`src/rtl/lt24_mem_pkg.sv`:
```
// ----------------------------------------------------------------------------
// lt24_mem_pkg
//   Shared types and default sizes for the LT24 on-chip-memory read master
//   and its stream-side helpers.
//   - state_t        : read master sequencing states
//   - *_DEF          : default bus / count / buffer sizes
//   - FIFO_AW        : pointer width of the default-depth output buffer
// ----------------------------------------------------------------------------
package lt24_mem_pkg;

   typedef enum logic [1:0] {
      IDLE  = 2'd0,
      READ  = 2'd1,
      DRAIN = 2'd2
   } state_t;

   localparam int unsigned ADDR_W_DEF     = 17;
   localparam int unsigned DATA_W_DEF     = 32;
   localparam int unsigned CNT_W_DEF      = 17;
   localparam int unsigned FIFO_DEPTH_DEF = 8;
   localparam int unsigned FIFO_AW        = $clog2(FIFO_DEPTH_DEF);

endpackage

```
`src/rtl/lt24_qsys_mem_read_master_if.sv`:
```
// ----------------------------------------------------------------------------
// lt24_qsys_mem_read_master_if
//   Bundles the command, Avalon-MM read and Avalon-ST source signals of the
//   LT24 memory read master.
//   Command : start, start_address, word_count -> busy, done
//   Avalon-MM: avm_address, avm_read <- avm_waitrequest, avm_readdata,
//              avm_readdatavalid
//   Avalon-ST: src_data, src_valid <- src_ready
//   modport master : view of the read master itself
//   modport slave  : view of the surrounding system (controller, memory, sink)
// ----------------------------------------------------------------------------
interface lt24_qsys_mem_read_master_if
   import lt24_mem_pkg::*;
#(
   parameter int unsigned ADDR_W = ADDR_W_DEF,
   parameter int unsigned DATA_W = DATA_W_DEF,
   parameter int unsigned CNT_W  = CNT_W_DEF
) ();

   logic              start;
   logic [ADDR_W-1:0] start_address;
   logic [CNT_W-1:0]  word_count;
   logic              busy;
   logic              done;

   logic [ADDR_W-1:0] avm_address;
   logic              avm_read;
   logic              avm_waitrequest;
   logic [DATA_W-1:0] avm_readdata;
   logic              avm_readdatavalid;

   logic [DATA_W-1:0] src_data;
   logic              src_valid;
   logic              src_ready;

   modport master (
      input  start, start_address, word_count,
      input  avm_waitrequest, avm_readdata, avm_readdatavalid,
      input  src_ready,
      output busy, done,
      output avm_address, avm_read,
      output src_data, src_valid
   );

   modport slave (
      output start, start_address, word_count,
      output avm_waitrequest, avm_readdata, avm_readdatavalid,
      output src_ready,
      input  busy, done,
      input  avm_address, avm_read,
      input  src_data, src_valid
   );

endinterface

```
`src/rtl/lt24_sync_fifo.sv`:
```
// ----------------------------------------------------------------------------
// lt24_sync_fifo
//   Show-ahead synchronous FIFO: o_data always presents the oldest word.
//   Push and pop may occur in the same cycle, including when full.
//   clk, rst : clock, asynchronous active-high reset (flushes contents)
//   i_push   : write i_data (ignored when full unless popping)
//   i_pop    : consume head word (ignored when empty)
//   o_data   : head word, valid while o_empty = 0
//   o_count  : number of stored words, 0..DEPTH
//   o_empty, o_full : occupancy flags
// ----------------------------------------------------------------------------
module lt24_sync_fifo #(
   parameter int unsigned DATA_W = 32,
   parameter int unsigned DEPTH  = 8,
   localparam int unsigned AW    = $clog2(DEPTH),
   localparam int unsigned CW    = AW + 1
) (
   input  logic              clk,
   input  logic              rst,
   input  logic              i_push,
   input  logic [DATA_W-1:0] i_data,
   input  logic              i_pop,
   output logic [DATA_W-1:0] o_data,
   output logic [CW-1:0]     o_count,
   output logic              o_empty,
   output logic              o_full
);

   logic [DATA_W-1:0] r_mem [DEPTH];
   logic [AW-1:0]     r_wr_ptr;
   logic [AW-1:0]     r_rd_ptr;
   logic [CW-1:0]     r_count;

   logic w_push;
   logic w_pop;

   assign w_pop  = i_pop & ~o_empty;
   // a full FIFO still accepts a word when the head leaves in the same cycle
   assign w_push = i_push & (~o_full | w_pop);

   always_ff @(posedge clk) begin
      if (w_push) begin
         r_mem[r_wr_ptr] <= i_data;
      end
   end

   always_ff @(posedge clk or posedge rst) begin
      if (rst) begin
         r_wr_ptr <= '0;
         r_rd_ptr <= '0;
         r_count  <= '0;
      end else begin
         if (w_push) begin
            r_wr_ptr <= r_wr_ptr + AW'(1);
         end
         if (w_pop) begin
            r_rd_ptr <= r_rd_ptr + AW'(1);
         end
         case ({w_push, w_pop})
            2'b10:   r_count <= r_count + CW'(1);
            2'b01:   r_count <= r_count - CW'(1);
            default: r_count <= r_count;
         endcase
      end
   end

   assign o_data  = r_mem[r_rd_ptr];
   assign o_count = r_count;
   assign o_empty = (r_count == '0);
   assign o_full  = (r_count == CW'(DEPTH));

endmodule

```
`src/rtl/lt24_qsys_mem_read_master.sv`:
```
// ----------------------------------------------------------------------------
// lt24_qsys_mem_read_master
//   Avalon-MM pipelined read master that fetches word_count consecutive
//   words starting at start_address and streams them, in address order, on
//   an Avalon-ST source toward the LT24 pixel consumers.
//   clk, reset : system clock, asynchronous active-high reset
//   bus        : command (start/start_address/word_count -> busy/done),
//                Avalon-MM read port and Avalon-ST source
//   Reads are only issued while the output buffer is guaranteed room for
//   every word already requested, so src_ready may stall indefinitely.
// ----------------------------------------------------------------------------
module lt24_qsys_mem_read_master
   import lt24_mem_pkg::*;
#(
   parameter int unsigned ADDR_W     = ADDR_W_DEF,
   parameter int unsigned DATA_W     = DATA_W_DEF,
   parameter int unsigned CNT_W      = CNT_W_DEF,
   parameter int unsigned FIFO_DEPTH = FIFO_DEPTH_DEF
) (
   input  logic                         clk,
   input  logic                         reset,
   lt24_qsys_mem_read_master_if.master  bus
);

   localparam int unsigned AW = $clog2(FIFO_DEPTH);
   localparam int unsigned CW = AW + 1;
   localparam int unsigned OW = AW + 2;

   state_t            r_state;
   logic              r_busy;
   logic              r_done;
   logic              r_read;
   logic [ADDR_W-1:0] r_address;
   logic [CNT_W-1:0]  r_remaining;
   logic [CW-1:0]     r_pending;

   logic [DATA_W-1:0] w_fifo_data;
   logic [CW-1:0]     w_fifo_count;
   logic              w_fifo_empty;
   logic              w_fifo_full;

   logic              w_accept;
   logic              w_rsp;
   logic              w_push;
   logic              w_pop;
   logic              w_last;
   logic              w_credit;
   logic [OW-1:0]     w_occupancy;

   assign w_accept = r_read & ~bus.avm_waitrequest;
   // responses with nothing outstanding are stale (e.g. issued before a reset)
   assign w_rsp    = bus.avm_readdatavalid & (r_pending != '0);
   assign w_pop    = ~w_fifo_empty & bus.src_ready;
   assign w_push   = w_rsp & (~w_fifo_full | w_pop);
   assign w_last   = (r_remaining == CNT_W'(1));

   // Words buffered plus words requested, including the one accepted this
   // cycle; pops are ignored so the estimate can only err on the safe side.
   assign w_occupancy = OW'(w_fifo_count) + OW'(r_pending) + OW'(w_accept);
   assign w_credit    = (w_occupancy < OW'(FIFO_DEPTH));

   lt24_sync_fifo #(
      .DATA_W (DATA_W),
      .DEPTH  (FIFO_DEPTH)
   ) u_fifo (
      .clk     (clk),
      .rst     (reset),
      .i_push  (w_push),
      .i_data  (bus.avm_readdata),
      .i_pop   (w_pop),
      .o_data  (w_fifo_data),
      .o_count (w_fifo_count),
      .o_empty (w_fifo_empty),
      .o_full  (w_fifo_full)
   );

   always_ff @(posedge clk or posedge reset) begin
      if (reset) begin
         r_state     <= IDLE;
         r_busy      <= 1'b0;
         r_done      <= 1'b0;
         r_read      <= 1'b0;
         r_address   <= '0;
         r_remaining <= '0;
         r_pending   <= '0;
      end else begin
         r_done <= 1'b0;

         case ({w_accept, w_rsp})
            2'b10:   r_pending <= r_pending + CW'(1);
            2'b01:   r_pending <= r_pending - CW'(1);
            default: r_pending <= r_pending;
         endcase

         case (r_state)
            IDLE: begin
               if (bus.start) begin
                  if (bus.word_count == '0) begin
                     r_done <= 1'b1;
                  end else begin
                     r_address   <= bus.start_address;
                     r_remaining <= bus.word_count;
                     r_busy      <= 1'b1;
                     r_read      <= 1'b1;
                     r_state     <= READ;
                  end
               end
            end

            READ: begin
               if (w_accept) begin
                  r_address   <= r_address + ADDR_W'(1);
                  r_remaining <= r_remaining - CNT_W'(1);
                  if (w_last) begin
                     r_read  <= 1'b0;
                     r_state <= DRAIN;
                  end else begin
                     r_read <= w_credit;
                  end
               end else if (!r_read) begin
                  r_read <= w_credit;
               end
               // r_read high and stalled: request and address are held
            end

            DRAIN: begin
               if ((r_pending == '0) && w_fifo_empty) begin
                  r_done  <= 1'b1;
                  r_busy  <= 1'b0;
                  r_state <= IDLE;
               end
            end

            default: begin
               r_read  <= 1'b0;
               r_busy  <= 1'b0;
               r_state <= IDLE;
            end
         endcase
      end
   end

   assign bus.busy        = r_busy;
   assign bus.done        = r_done;
   assign bus.avm_read    = r_read;
   assign bus.avm_address = r_address;
   assign bus.src_data    = w_fifo_data;
   assign bus.src_valid   = ~w_fifo_empty;

endmodule
```
`src/flat_wrapper.sv`:
```
// flat-port wrapper written by rule: the top's interface ports become plain ports
module lt24_qsys_mem_read_master_flat import lt24_mem_pkg::*;
#(
   parameter int unsigned ADDR_W     = ADDR_W_DEF,
   parameter int unsigned DATA_W     = DATA_W_DEF,
   parameter int unsigned CNT_W      = CNT_W_DEF,
   parameter int unsigned FIFO_DEPTH = FIFO_DEPTH_DEF
)
  (clk, reset, bus_start, bus_start_address, bus_word_count, bus_avm_waitrequest, bus_avm_readdata, bus_avm_readdatavalid, bus_src_ready, bus_busy, bus_done, bus_avm_address, bus_avm_read, bus_src_data, bus_src_valid);
  lt24_qsys_mem_read_master_if #(.ADDR_W(ADDR_W), .DATA_W(DATA_W), .CNT_W(CNT_W)) bus_i ();
  input  logic clk;
  input  logic reset;
  input wire logic [$bits(bus_i.start)-1:0] bus_start;
  input wire logic [$bits(bus_i.start_address)-1:0] bus_start_address;
  input wire logic [$bits(bus_i.word_count)-1:0] bus_word_count;
  input wire logic [$bits(bus_i.avm_waitrequest)-1:0] bus_avm_waitrequest;
  input wire logic [$bits(bus_i.avm_readdata)-1:0] bus_avm_readdata;
  input wire logic [$bits(bus_i.avm_readdatavalid)-1:0] bus_avm_readdatavalid;
  input wire logic [$bits(bus_i.src_ready)-1:0] bus_src_ready;
  output wire logic [$bits(bus_i.busy)-1:0] bus_busy;
  output wire logic [$bits(bus_i.done)-1:0] bus_done;
  output wire logic [$bits(bus_i.avm_address)-1:0] bus_avm_address;
  output wire logic [$bits(bus_i.avm_read)-1:0] bus_avm_read;
  output wire logic [$bits(bus_i.src_data)-1:0] bus_src_data;
  output wire logic [$bits(bus_i.src_valid)-1:0] bus_src_valid;
  assign bus_i.start = bus_start;
  assign bus_i.start_address = bus_start_address;
  assign bus_i.word_count = bus_word_count;
  assign bus_i.avm_waitrequest = bus_avm_waitrequest;
  assign bus_i.avm_readdata = bus_avm_readdata;
  assign bus_i.avm_readdatavalid = bus_avm_readdatavalid;
  assign bus_i.src_ready = bus_src_ready;
  assign bus_busy = bus_i.busy;
  assign bus_done = bus_i.done;
  assign bus_avm_address = bus_i.avm_address;
  assign bus_avm_read = bus_i.avm_read;
  assign bus_src_data = bus_i.src_data;
  assign bus_src_valid = bus_i.src_valid;
  lt24_qsys_mem_read_master #(.ADDR_W(ADDR_W), .DATA_W(DATA_W), .CNT_W(CNT_W), .FIFO_DEPTH(FIFO_DEPTH)) u_core (.clk(clk), .reset(reset), .bus(bus_i));
endmodule
```
`config.mk`:
```
export PLATFORM = sky130hd
export DESIGN_NAME = lt24_qsys_mem_read_master_flat
export DESIGN_NICKNAME = d
export VERILOG_FILES = /design/src/rtl/lt24_mem_pkg.sv /design/src/rtl/lt24_qsys_mem_read_master_if.sv /design/src/rtl/lt24_sync_fifo.sv /design/src/rtl/lt24_qsys_mem_read_master.sv /design/src/flat_wrapper.sv
export SDC_FILE = /design/constraint.sdc
export NUM_CORES = 1
export LEC_CHECK = 0
export ABC_CLOCK_PERIOD_IN_PS = 7400
export BUFFER_PORTS_ARGS = -buffer_cell sky130_fd_sc_hd__buf_2
export CORE_MARGIN = 2
export CORE_UTILIZATION = 64
export CTS_CLUSTER_SIZE = 12
export DETAILED_ROUTE_END_ITERATION = 6
export PLACE_DENSITY = 0.91
export RECOVER_POWER = 25
export SLEW_MARGIN = 10
export SYNTH_ARGS = -nofsm -noshare
export SYNTH_HDL_FRONTEND = slang
export SYNTH_HIERARCHICAL = 1
export SYNTH_SLANG_ARGS = --single-unit
export TNS_END_PERCENT = 20
```
`constraint.sdc`:
```
create_clock -name clk -period 7.4 [get_ports clk]
set_input_delay 0.37 -clock clk [delete_from_list [all_inputs] [get_ports clk]]
set_output_delay 0.37 -clock clk [all_outputs]
set_load 0.02 [all_outputs]
```
==> results of run 1 <==
[path summary, 6_finish.rpt]
kind / startpoint / to / slack (ns) / cells after the start
max reg2reg: u_core/u_fifo/o_count[1]$_DFFE_PP0P_ / u_core/u_fifo/r_mem[7][13]$_DFFE_PP_ / 3.62 / 7
max: u_core/u_fifo/o_count[1]$_DFFE_PP0P_ / u_core/u_fifo/r_mem[7][13]$_DFFE_PP_ / 3.62 / 7
max in group asynchronous: reset / u_core/r_remaining[14]$_DFFE_PP0P_ / 6.46 / 4
min in group asynchronous: reset / u_core/u_fifo/r_wr_ptr[2]$_DFFE_PP0P_ / 0.38 / 3
min: bus_start_address[1] / u_core/bus.avm_address[1]$_DFFE_PP0P_ / 0.09 / 3
min reg2reg: u_core/u_fifo/r_rd_ptr[2]$_DFFE_PP0N_ / u_core/u_fifo/r_rd_ptr[2]$_DFFE_PP0N_ / 0.50 / 1
[sequential cells by signal, indices dropped and copies added (netlist names)]
register and cells:
u_core/u_fifo/r_mem 256, u_core/r_remaining 17, u_core/bus.avm_read 1, u_core/u_fifo/r_rd_ptr 3, u_core/u_fifo/r_wr_ptr 3, u_core/bus.done 1, u_core/u_fifo/o_count 4, u_core/bus.busy 1
u_core/r_state 2, u_core/bus.avm_address 17, u_core/r_pending 4
[per-layer routing]
layer | routed length [um] | global-route usage | vias to the layer above
li1 | - | - | 3369
met3 | 2800 | 0.0679 | 63
met1 | 11200 | 0.377 | 3874
met2 | 15300 | 0.482 | 430
met5 | 13 | 0 | -
met4 | 838 | 0.0957 | 2
[cell families after synthesis]
family,after synthesis
AO/OA/AOI/OAI,130
AND/OR/NAND/NOR,156
buffers and inverters,62
XOR/XNOR,10
adder cells (fa/ha/maj),16
multiplexers,102
flip-flops,309
[per-stage QoR]
step / util / setup slack, ns / std cells
3_3_place_gp: 0.692 / 3.86 / 1143
6_report: 0.735 / 3.62 / 1197
5_1_grt: 0.735 / 3.33 / 1195
3_5_place_dp: 0.692 / 3.64 / 1143
2_1_floorplan: - / 2.88 / 785
4_1_cts: 0.736 / 3.61 / 1193
[power breakdown]
part	internal, mW	switching, mW
clock	0.807	0.607
combinational	0.901	1.21
sequential	2.25	0.254
[worst min-delay path: stages]
cell and delay (ns):
buf_2 0.10, nand2_1 0.05, a31oi_1 0.07
[synthesized netlist by cell type, types with 3 or more instances]
library cell	n	area share
o21a_1	5	0.0028
nand2_1	36	0.010
buf_2	6	0.0023
xnor2_1	6	0.0040
edfxtp_1	256	0.58
a21oi_1	37	0.014
nand2b_1	9	0.0043
mux2_2	33	0.028
buf_6	5	0.0043
dfrtp_1	53	0.10
o22ai_1	5	0.0024
nor2_1	43	0.012
a2bb2oi_1	4	0.0027
or3_1	4	0.0019
ha_1	14	0.013
clkbuf_1	20	0.0057
nor2b_1	3	0.0014
mux4_1	25	0.050
nor4_1	13	0.0062
a22oi_1	10	0.0057
a31oi_1	3	0.0014
o21ai_0	50	0.019
mux2i_1	3	0.0023
inv_1	18	0.0051
xor2_1	4	0.0027
or4_1	3	0.0017
nand3_1	12	0.0046
buf_1	6	0.0017
or2_2	3	0.0014
mux4_2	39	0.067
nor3_1	16	0.0061
[layout make-up]
type	instances	area, um2
well taps	270	338
inverters	18	67.6
diodes	3	7.51
clock inverters	5	51.3
fillers	1167	5350
repair buffers	134	676
multi-input cells	414	3890
clock buffers	44	835
flip-flops and latches	309	9020
[what timing repair did]
item / in CTS / in global routing
hold buffers: 1 / 0
hold endpoints to repair: 26 / 0
endpoints found under the setup margin: 0 / 0
==> results.yml, run 1 <==
setup_path:
  worstPathCellList: "or3_1 -> nor2_1 -> nor2b_1 -> o21a_1 -> o21a_1 -> nand2_1 -> nor2_4"
  crit_type: "flip-flop to flip-flop"
  crit_path_end_kind: "flip-flop"
  worstPathRequired_ns: 7.55
  cp_slowest_cell: "nor2_4"
  crit_fanout: 32
  cp_common_cell: "o21a_1"
  crit_buf_inv: 0
  cp-start-kind: "flip-flop"
  critPathMaxStageDelay_ns: 1.02
  path_delay_family: "simple AND/OR/NAND/NOR gates"
  arrival_ns: 3.93
route:
  vias: 7738
  drc: 0
  dr.pass1.iters: 6
  drt-initial-drc-count: 695
  wl_per_cell_um: 25.3
  vias_per_cell: 6.46
  ant_nets: 0
  finalWirelength_um: 30200
synth:
  synthSimpleGateAreaFrac: 0.0589
  synth_ff_type: "edfxtp_1"
  ys_async_sr_fraction: 0.172
  synth_compound_area_frac: 0.0593
  synthCells: 785
  synth_top_family_by_area: "multiplexers"
  synth.yosys.warnings: 6
  syn_area_um2: 13200
  avgSynthCellArea_um2: 16.8
  synthXorXnorAreaFrac: 0.00664
  synth-seq-cells: 309
  yosys.cell_types.count: 61
  synthAdderAreaFrac: 0.0163
  synth-seq-area-share: 0.684
  synth_edf_count: 256
  synth_mux_area_frac: 0.149
  synth_fp_nets: 873
clock_tree:
  clock_path_buffers: 3
  insertion_delay_ns: 0.55
  post_cts_buffers: 0
  path_clk_slew_ns: 0.06
  clock-sinks: 309
  numCtsBuffers: 31
  cts_tree: "done"
  root_buffer: "clkbuf_16"
  ctsResizeCount: 0
  htreeDepth: 1
timing:
  setup_viol: 0
  whs_ns: 0.0873
  final_hold_viol_count: 0
  finClkSkew_ns: 0.0208
  fin_tns_setup_ns: 0
  worstMarginPinSlew_ns: 1.25
  fmax_mhz: 264
  period_needed_ns: 3.78
  max_slew_margin: 0.163
  rsz0062_at_grt: "no"
  slew_viol_final: 0
  min_period_over_period: 0.511
finish:
  final_cell_mix: "edfxtp_1, buf_2, dfrtp_1"
  area_delta_synth_final_pct: 12.9
  final_common_cell: "edfxtp_1"
  layout.nets: 996
  design_area_um2: 14900
  post_route_cells_drive_above_1_share: 0.256
run:
  drv_cap: 0
global_route:
  grt-ovfl-total: 0
  grt_pass1_wl_um: 46200
  grt_max_degree: 67
  grt_antenna_before_repair: 4
  grt.total_usage: 0.287
  first_global_vias: 7665
placement:
  dp_hpwl_um: 16900
  gp_congestion: 0.841
  place_area_um2: 14000
  portBuffers: 124
floorplan:
  fp-row-count: 52
  start_util: 0.652
  die-height_um: 148
  core_um2: 20200
  die_area_um2: 21800
  die_w_um: 148
  io_pins: 125
power_and_ir_drop:
  max-vdd-ir-drop_v: 0.000268
  p_leak_nw: 5.22
  power_mw: 6.03
  p_per_area_nw_per_um2: 405
status:
  status: "finished clean"
hold_path:
  min_path_type: "input port to flip-flop"
(Power assumes the default switching activity.)
==> run 2: changes to the inputs <==
- ABC_CLOCK_PERIOD_IN_PS: 7400 -> 3700
- CORE_UTILIZATION: 64 -> 59
- PLACE_DENSITY: 0.91 -> 0.85
- clock period: 7.4 -> 3.7 ns (I/O delays scaled with it)
==> run 2 against run 1 <==
Hold slack worse by 0.059 ns. Highest routed layer is now met4. Count of clock-buffer cells in the layout down 6. Clock skew down 0.0039 ns. Maximum frequency up 9.7%. Die area up 8.2%.
==> results.yml, run 2 (same netlist as run 1, synthesis figures left out) <==
finish:
  ff_latch_area_um2: 9020
  area_delta_synth_final_pct: 18.6
  fillers: 1319
  final_common_cell: "edfxtp_1"
  largest_register_ffs: 256
  fin_cells: 1275
  largest-register: "u_core/u_fifo/r_mem"
  design_area_um2: 15600
  post_route_cells_drive_above_1_share: 0.257
  final_cell_mix: "edfxtp_1, buf_2, dlygate4sd3_1"
  fin_util: 0.714
  layout.nets: 1067
  multi_input_area_um2: 3890
clock_tree:
  insertion_delay_ns: 0.55
  post_cts_buffers: 0
  ctsResizeCount: 0
  cts_hold_buf: 62
  htreeDepth: 1
  numCtsBuffers: 31
  path_clk_slew_ns: 0.06
  cts_tree: "done"
  clock_path_buffers: 3
  root_buffer: "clkbuf_16"
  clock-sinks: 309
placement:
  gp_congestion: 0.827
  place_inst: 1164
  portBuffers: 124
  place_area_um2: 14100
  dp_hpwl_um: 15800
timing:
  worstMarginPinSlew_ns: 1.20
  final_hold_viol_count: 0
  period_needed_ns: 3.45
  finClkSkew_ns: 0.0169
  setup_viol: 0
  slew_viol_final: 0
  min_period_over_period: 0.932
  max_slew_margin: 0.194
  fmax_mhz: 290
  rsz0062_at_grt: "no"
  fin_tns_setup_ns: 0
setup_path:
  arrival_ns: 3.62
  r2r_start: "u_core/u_fifo/o_count[2]$_DFFE_PP0P_"
  critPathMaxStageDelay_ns: 0.61
  crit_type: "flip-flop to flip-flop"
  rrSetupSlack_ns: 0.25
  r2r_cells: 9
  crit_fanout: 32
  cp_slowest_cell: "nor2b_1"
  worstPathCellList: "or3_1 -> nor2_1 -> nor2b_1 -> o21a_1 -> buf_4 -> o21a_1 -> nand2b_1 -> nor3_4 -> buf_4"
  r2r_end: "u_core/u_fifo/r_mem[0][1]$_DFFE_PP_"
  path_delay_family: "simple AND/OR/NAND/NOR gates"
  worstPathRequired_ns: 3.87
  crit_buf_inv: 2
  crit_path_end_kind: "flip-flop"
  cp-start-kind: "flip-flop"
global_route:
  grt_antenna_before_repair: 1
  first_global_vias: 7956
  grt_pass1_wl_um: 44400
  grt_max_degree: 53
  grt-ovfl-total: 0
  grt.total_usage: 0.241
hold_path:
  whs_path_depth: 3
  min_path_type: "input port to flip-flop"
  min-delay-start: "bus_word_count[7]"
  hold_end: "u_core/r_remaining[7]$_DFFE_PP0P_"
power_and_ir_drop:
  max-vdd-ir-drop_v: 0.000554
  p_per_area_nw_per_um2: 775
  p_leak_nw: 5.57
route:
  drc: 0
  wl_per_cell_um: 22.1
  vias: 7817
  dr.pass1.iters: 6
  vias_per_cell: 6.13
  ant_nets: 0
  drt-initial-drc-count: 769
  finalWirelength_um: 28100
floorplan:
  die_area_um2: 23600
  fp-row-count: 54
  die-height_um: 154
  die_w_um: 154
  start_util: 0.602
  core_um2: 21900
  io_pins: 125
run:
  drv_cap: 0
status:
  status: "finished clean"
## run 2: cell types whose count changed in the layout (fill, tap and decap cells not counted), sizes merged
cell / change
bufinv: +1
diode: -2
buf: +16
dlygate4sd3: +61
clkbuf: -12
inv: +1
clkinv: +3
## run 2: cell type report
class / count / share of cell area
well taps: 280 / 0.0224
clock inverters: 10 / 0.00632
clock buffers: 38 / 0.0519
multi-input cells: 414 / 0.249
diodes: 1 / 0.000160
flip-flops and latches: 309 / 0.577
repair buffers: 205 / 0.0891
inverters: 18 / 0.00432
## run 2: through the flow
stage          setup WS (ns)  total power, mW  hold WS [ns]
3_5_place_dp           0.357             9.23         0.212
5_1_grt               0.0309             12.7        0.0271
6_report               0.251             12.1        0.0279
3_3_place_gp           0.458             9.05         0.210
2_1_floorplan         -0.802             8.06        0.0252
4_1_cts                0.280             12.2       0.00531
## run 2: power by group
group / total (mW) / switching, mW / leakage, nW / internal, mW
logic: 4.16 / 2.27 / 2.18 / 1.89
registers: 5.10 / 0.605 / 2.95 / 4.49
clock network: 2.86 / 1.20 / 0.447 / 1.67
## run 2: worst reg2reg max path, delay by kind of cell (launching register included)
family	cells	cell delay (ns)
buf+inv	2	0.63
flops	1	0.41
compound gates	2	0.42
simple gates	5	1.60
## run 2: per-layer routing
| layer | wire [um] | track usage |
|---|---|---|
| met1 | 10800 | 0.314 |
| met3 | 1970 | 0.0406 |
| met4 | 548 | 0.0603 |
| met2 | 14800 | 0.426 |
| met5 | 0 | 0 |
## run 2: worst max path at each step
| stage | cells after the start | slack (ns) | endpoint | startpoint |
|---|---|---|---|---|
| floorplan | 9 | -0.80 | u_core/u_fifo/r_mem[1][0]$_DFFE_PP_ | u_core/u_fifo/o_count[1]$_DFFE_PP0P_ |
| global placement | 9 | 0.46 | u_core/u_fifo/r_mem[0][19]$_DFFE_PP_ | u_core/u_fifo/o_count[2]$_DFFE_PP0P_ |
| detailed placement | 9 | 0.36 | u_core/u_fifo/r_mem[0][19]$_DFFE_PP_ | u_core/u_fifo/o_count[2]$_DFFE_PP0P_ |
| CTS | 9 | 0.28 | u_core/u_fifo/r_mem[0][5]$_DFFE_PP_ | u_core/u_fifo/o_count[2]$_DFFE_PP0P_ |
| global route | 9 | 0.03 | u_core/u_fifo/r_mem[0][20]$_DFFE_PP_ | u_core/u_fifo/o_count[0]$_DFFE_PP0P_ |
| finish | 9 | 0.25 | u_core/u_fifo/r_mem[0][1]$_DFFE_PP_ | u_core/u_fifo/o_count[2]$_DFFE_PP0P_ |
==> run 3: changes to the inputs <==
- PLACE_DENSITY: 0.85 -> 0.86
- SYNTH_HIERARCHICAL: 1 -> unset
==> run 3 against run 2 <==
Core utilization shrank 0.47 points. Global-route usage grew 0.70 points. Sequential power is essentially flat. First-iteration DRC count shrank 40%. Cell area shrank 1.9%. Largest cell class unchanged.
==> results.yml, run 3 <==
synth:
  avgSynthCellArea_um2: 17.2
  yosys.area.top_type: "edfxtp_1"
  synth_edf_count: 256
  synth.yosys.warnings: 0
  ys_async_sr_fraction: 0.172
  synth-seq-area-share: 0.700
  synth-seq-cells: 309
  synth_ff_type: "edfxtp_1"
  synth_top_area_frac: 0.597
  yosys.cell_types.count: 57
  yosysMostFrequentCell: "edfxtp_1"
  yosys-top-cells-count: "edfxtp_1, mux4_2, dfrtp_1"
  synth_fp_nets: 839
  syn_area_um2: 12900
  synthCells: 751
  synthTopCellsByArea: "edfxtp_1, mux4_2, dfrtp_1"
placement:
  place_area_um2: 13900
  portBuffers: 124
  place_inst: 1138
  dp_hpwl_um: 16000
  gp_congestion: 0.842
finish:
  post_route_cells_drive_above_1_share: 0.282
  multi_input_area_um2: 3700
  diodes: 0
  largest-register: "u_core.u_fifo.r_mem"
  fillers: 1322
  final_common_cell: "edfxtp_1"
  largest_register_ffs: 256
  fin_cells: 1249
  area_delta_synth_final_pct: 19.1
  layout.nets: 1033
  design_area_um2: 15300
  ff_latch_area_um2: 9020
  final_cell_mix: "edfxtp_1, buf_2, mux4_2"
floorplan:
  die_area_um2: 23000
  fp-row-count: 54
  die_w_um: 152
  start_util: 0.596
  die-height_um: 152
  io_pins: 125
  core_um2: 21600
global_route:
  grt.total_usage: 0.248
  grt_pass1_wl_um: 42700
  first_global_vias: 7697
  grt_max_degree: 46
  grt-ovfl-total: 0
  grt_antenna_before_repair: 0
setup_path:
  crit_type: "flip-flop to output pin"
  r2r_end: "u_core.u_fifo.r_mem[3][25]$_DFFE_PP_"
  arrival_ns: 2.68
  worstPathCellList: "buf_4 -> mux4_2 -> mux2_2 -> buf_2"
  r2r_cells: 6
  worstPathRequired_ns: 3.51
  cp_slowest_cell: "dfrtp_4"
  crit_buf_inv: 2
  path_delay_family: "multiplexers"
  crit_path_end_kind: "output pin"
  critPathMaxStageDelay_ns: 0.76
  crit_fanout: 26
  rrSetupSlack_ns: 1.05
  r2r_start: "u_core.r_pending[0]$_DFFE_PP0P_"
  cp-start-kind: "flip-flop"
power_and_ir_drop:
  max-vdd-ir-drop_v: 0.000520
  p_leak_nw: 5.41
  power_mw: 11.9
  p_per_area_nw_per_um2: 778
timing:
  min_period_over_period: 0.775
  max_slew_margin: 0.352
  finClkSkew_ns: 0.0193
  slew_viol_final: 0
  period_needed_ns: 2.87
  fmax_mhz: 349
  final_hold_viol_count: 0
  fin_tns_setup_ns: 0
  rsz0062_at_grt: "no"
  whs_ns: 0.0208
  setup_viol: 0
  worstMarginPinSlew_ns: 0.964
route:
  vias_per_cell: 6.06
  ant_nets: 0
  drc: 0
  wl_per_cell_um: 22.5
  drt-initial-drc-count: 465
  dr.pass1.iters: 5
  finalWirelength_um: 28100
  vias: 7568
clock_tree:
  htreeDepth: 1
  post_cts_buffers: 0
  cts_hold_buf: 54
  path_clk_slew_ns: 0.06
  clock_path_buffers: 3
  cts_tree: "done"
  root_buffer: "clkbuf_16"
  clock-sinks: 309
  insertion_delay_ns: 0.54
  ctsResizeCount: 0
  numCtsBuffers: 31
status:
  status: "finished clean"
run:
  drv_cap: 0
hold_path:
  min-delay-start: "bus_word_count[10]"
  whs_path_depth: 3
  hold_end: "u_core.r_remaining[10]$_DFFE_PP0P_"
  min_path_type: "input port to flip-flop"
[run 3: cell count changes after synthesis, sizes merged, moves of 3 or more]
cell	before	now
a2bb2oi	4	7
a22oi	10	3
nor3	18	9
o21ai	52	35
or3	5	2
a31oi	4	9
and3	1	6
nand2	36	33
o22a	2	6
xor2	4	7
nor2	43	36
nor4	13	6
clkbuf	23	17
o22ai	6	10
[run 3: report_power, final]
| part | total (mW) | internal (mW) | switching, mW |
|---|---|---|---|
| logic | 4.06 | 1.86 | 2.20 |
| registers | 5.07 | 4.50 | 0.577 |
| clock network | 2.80 | 1.58 | 1.22 |
| total | 11.9 | 7.94 | 4.00 |
[run 3: how the worst max path moves through the flow]
stage / from / to / cells after the start
detailed placement: u_core.r_pending[0]$_DFFE_PP0P_ / u_core.u_fifo.r_mem[6][8]$_DFFE_PP_ / 6
global placement: u_core.r_pending[0]$_DFFE_PP0P_ / u_core.u_fifo.r_mem[6][12]$_DFFE_PP_ / 6
floorplan: u_core.u_fifo.o_count[1]$_DFFE_PP0P_ / u_core.u_fifo.r_mem[1][0]$_DFFE_PP_ / 5
CTS: u_core.u_fifo.r_rd_ptr[0]$_DFFE_PP0P_ / bus_src_data[27] / 4
finish: u_core.u_fifo.r_rd_ptr[0]$_DFFE_PP0P_ / bus_src_data[27] / 4
global route: u_core.u_fifo.r_rd_ptr[0]$_DFFE_PP0P_ / bus_src_data[28] / 4
[run 3: area by class of cell]
class	instances	share of cell area
flip-flops and latches	309	0.588
repair buffers	198	0.0860
multi-input cells	388	0.241
clock inverters	5	0.00171
clock buffers	52	0.0563
inverters	17	0.00416
well taps	280	0.0228
[run 3: cells by family (layout without fill, tap and decap cells)]
kind of cell / count (synthesis) / in the layout / synth area share
flops: 309 / 309 / 0.700
xor+xnor: 13 / 13 / 0.00884
mux: 101 / 101 / 0.144
simple gates: 128 / 128 / 0.0506
compound gates: 130 / 130 / 0.0623
buf+inv: 54 / 272 / 0.0183
fa+ha+maj: 16 / 16 / 0.0161
[run 3: metal layers]
layer / vias up / global-route usage / routed length (um)
li1: 3389 / - / -
met1: 3755 / 0.322 / 10900
met2: 364 / 0.430 / 14300
met3: 60 / 0.0437 / 2200
met4: 0 / 0.0769 / 698
met5: - / 0 / 0
[run 3: worst register-to-register path, cell delays in order (launching register included)]
cell and delay, ns:
dfrtp_1 0.42, or4_1 0.16, nand2_1 0.07, a31oi_1 0.45
nand2_1 0.36, nor2_4 0.41, buf_4 0.43
[run 3: through the flow]
step,util,setup WS (ns)
after floorplan,-,-0.168
after global placement,0.645,1.12
after detailed placement,0.645,1.05
after CTS,0.711,0.754
after global routing,0.710,0.662
final,0.710,0.834
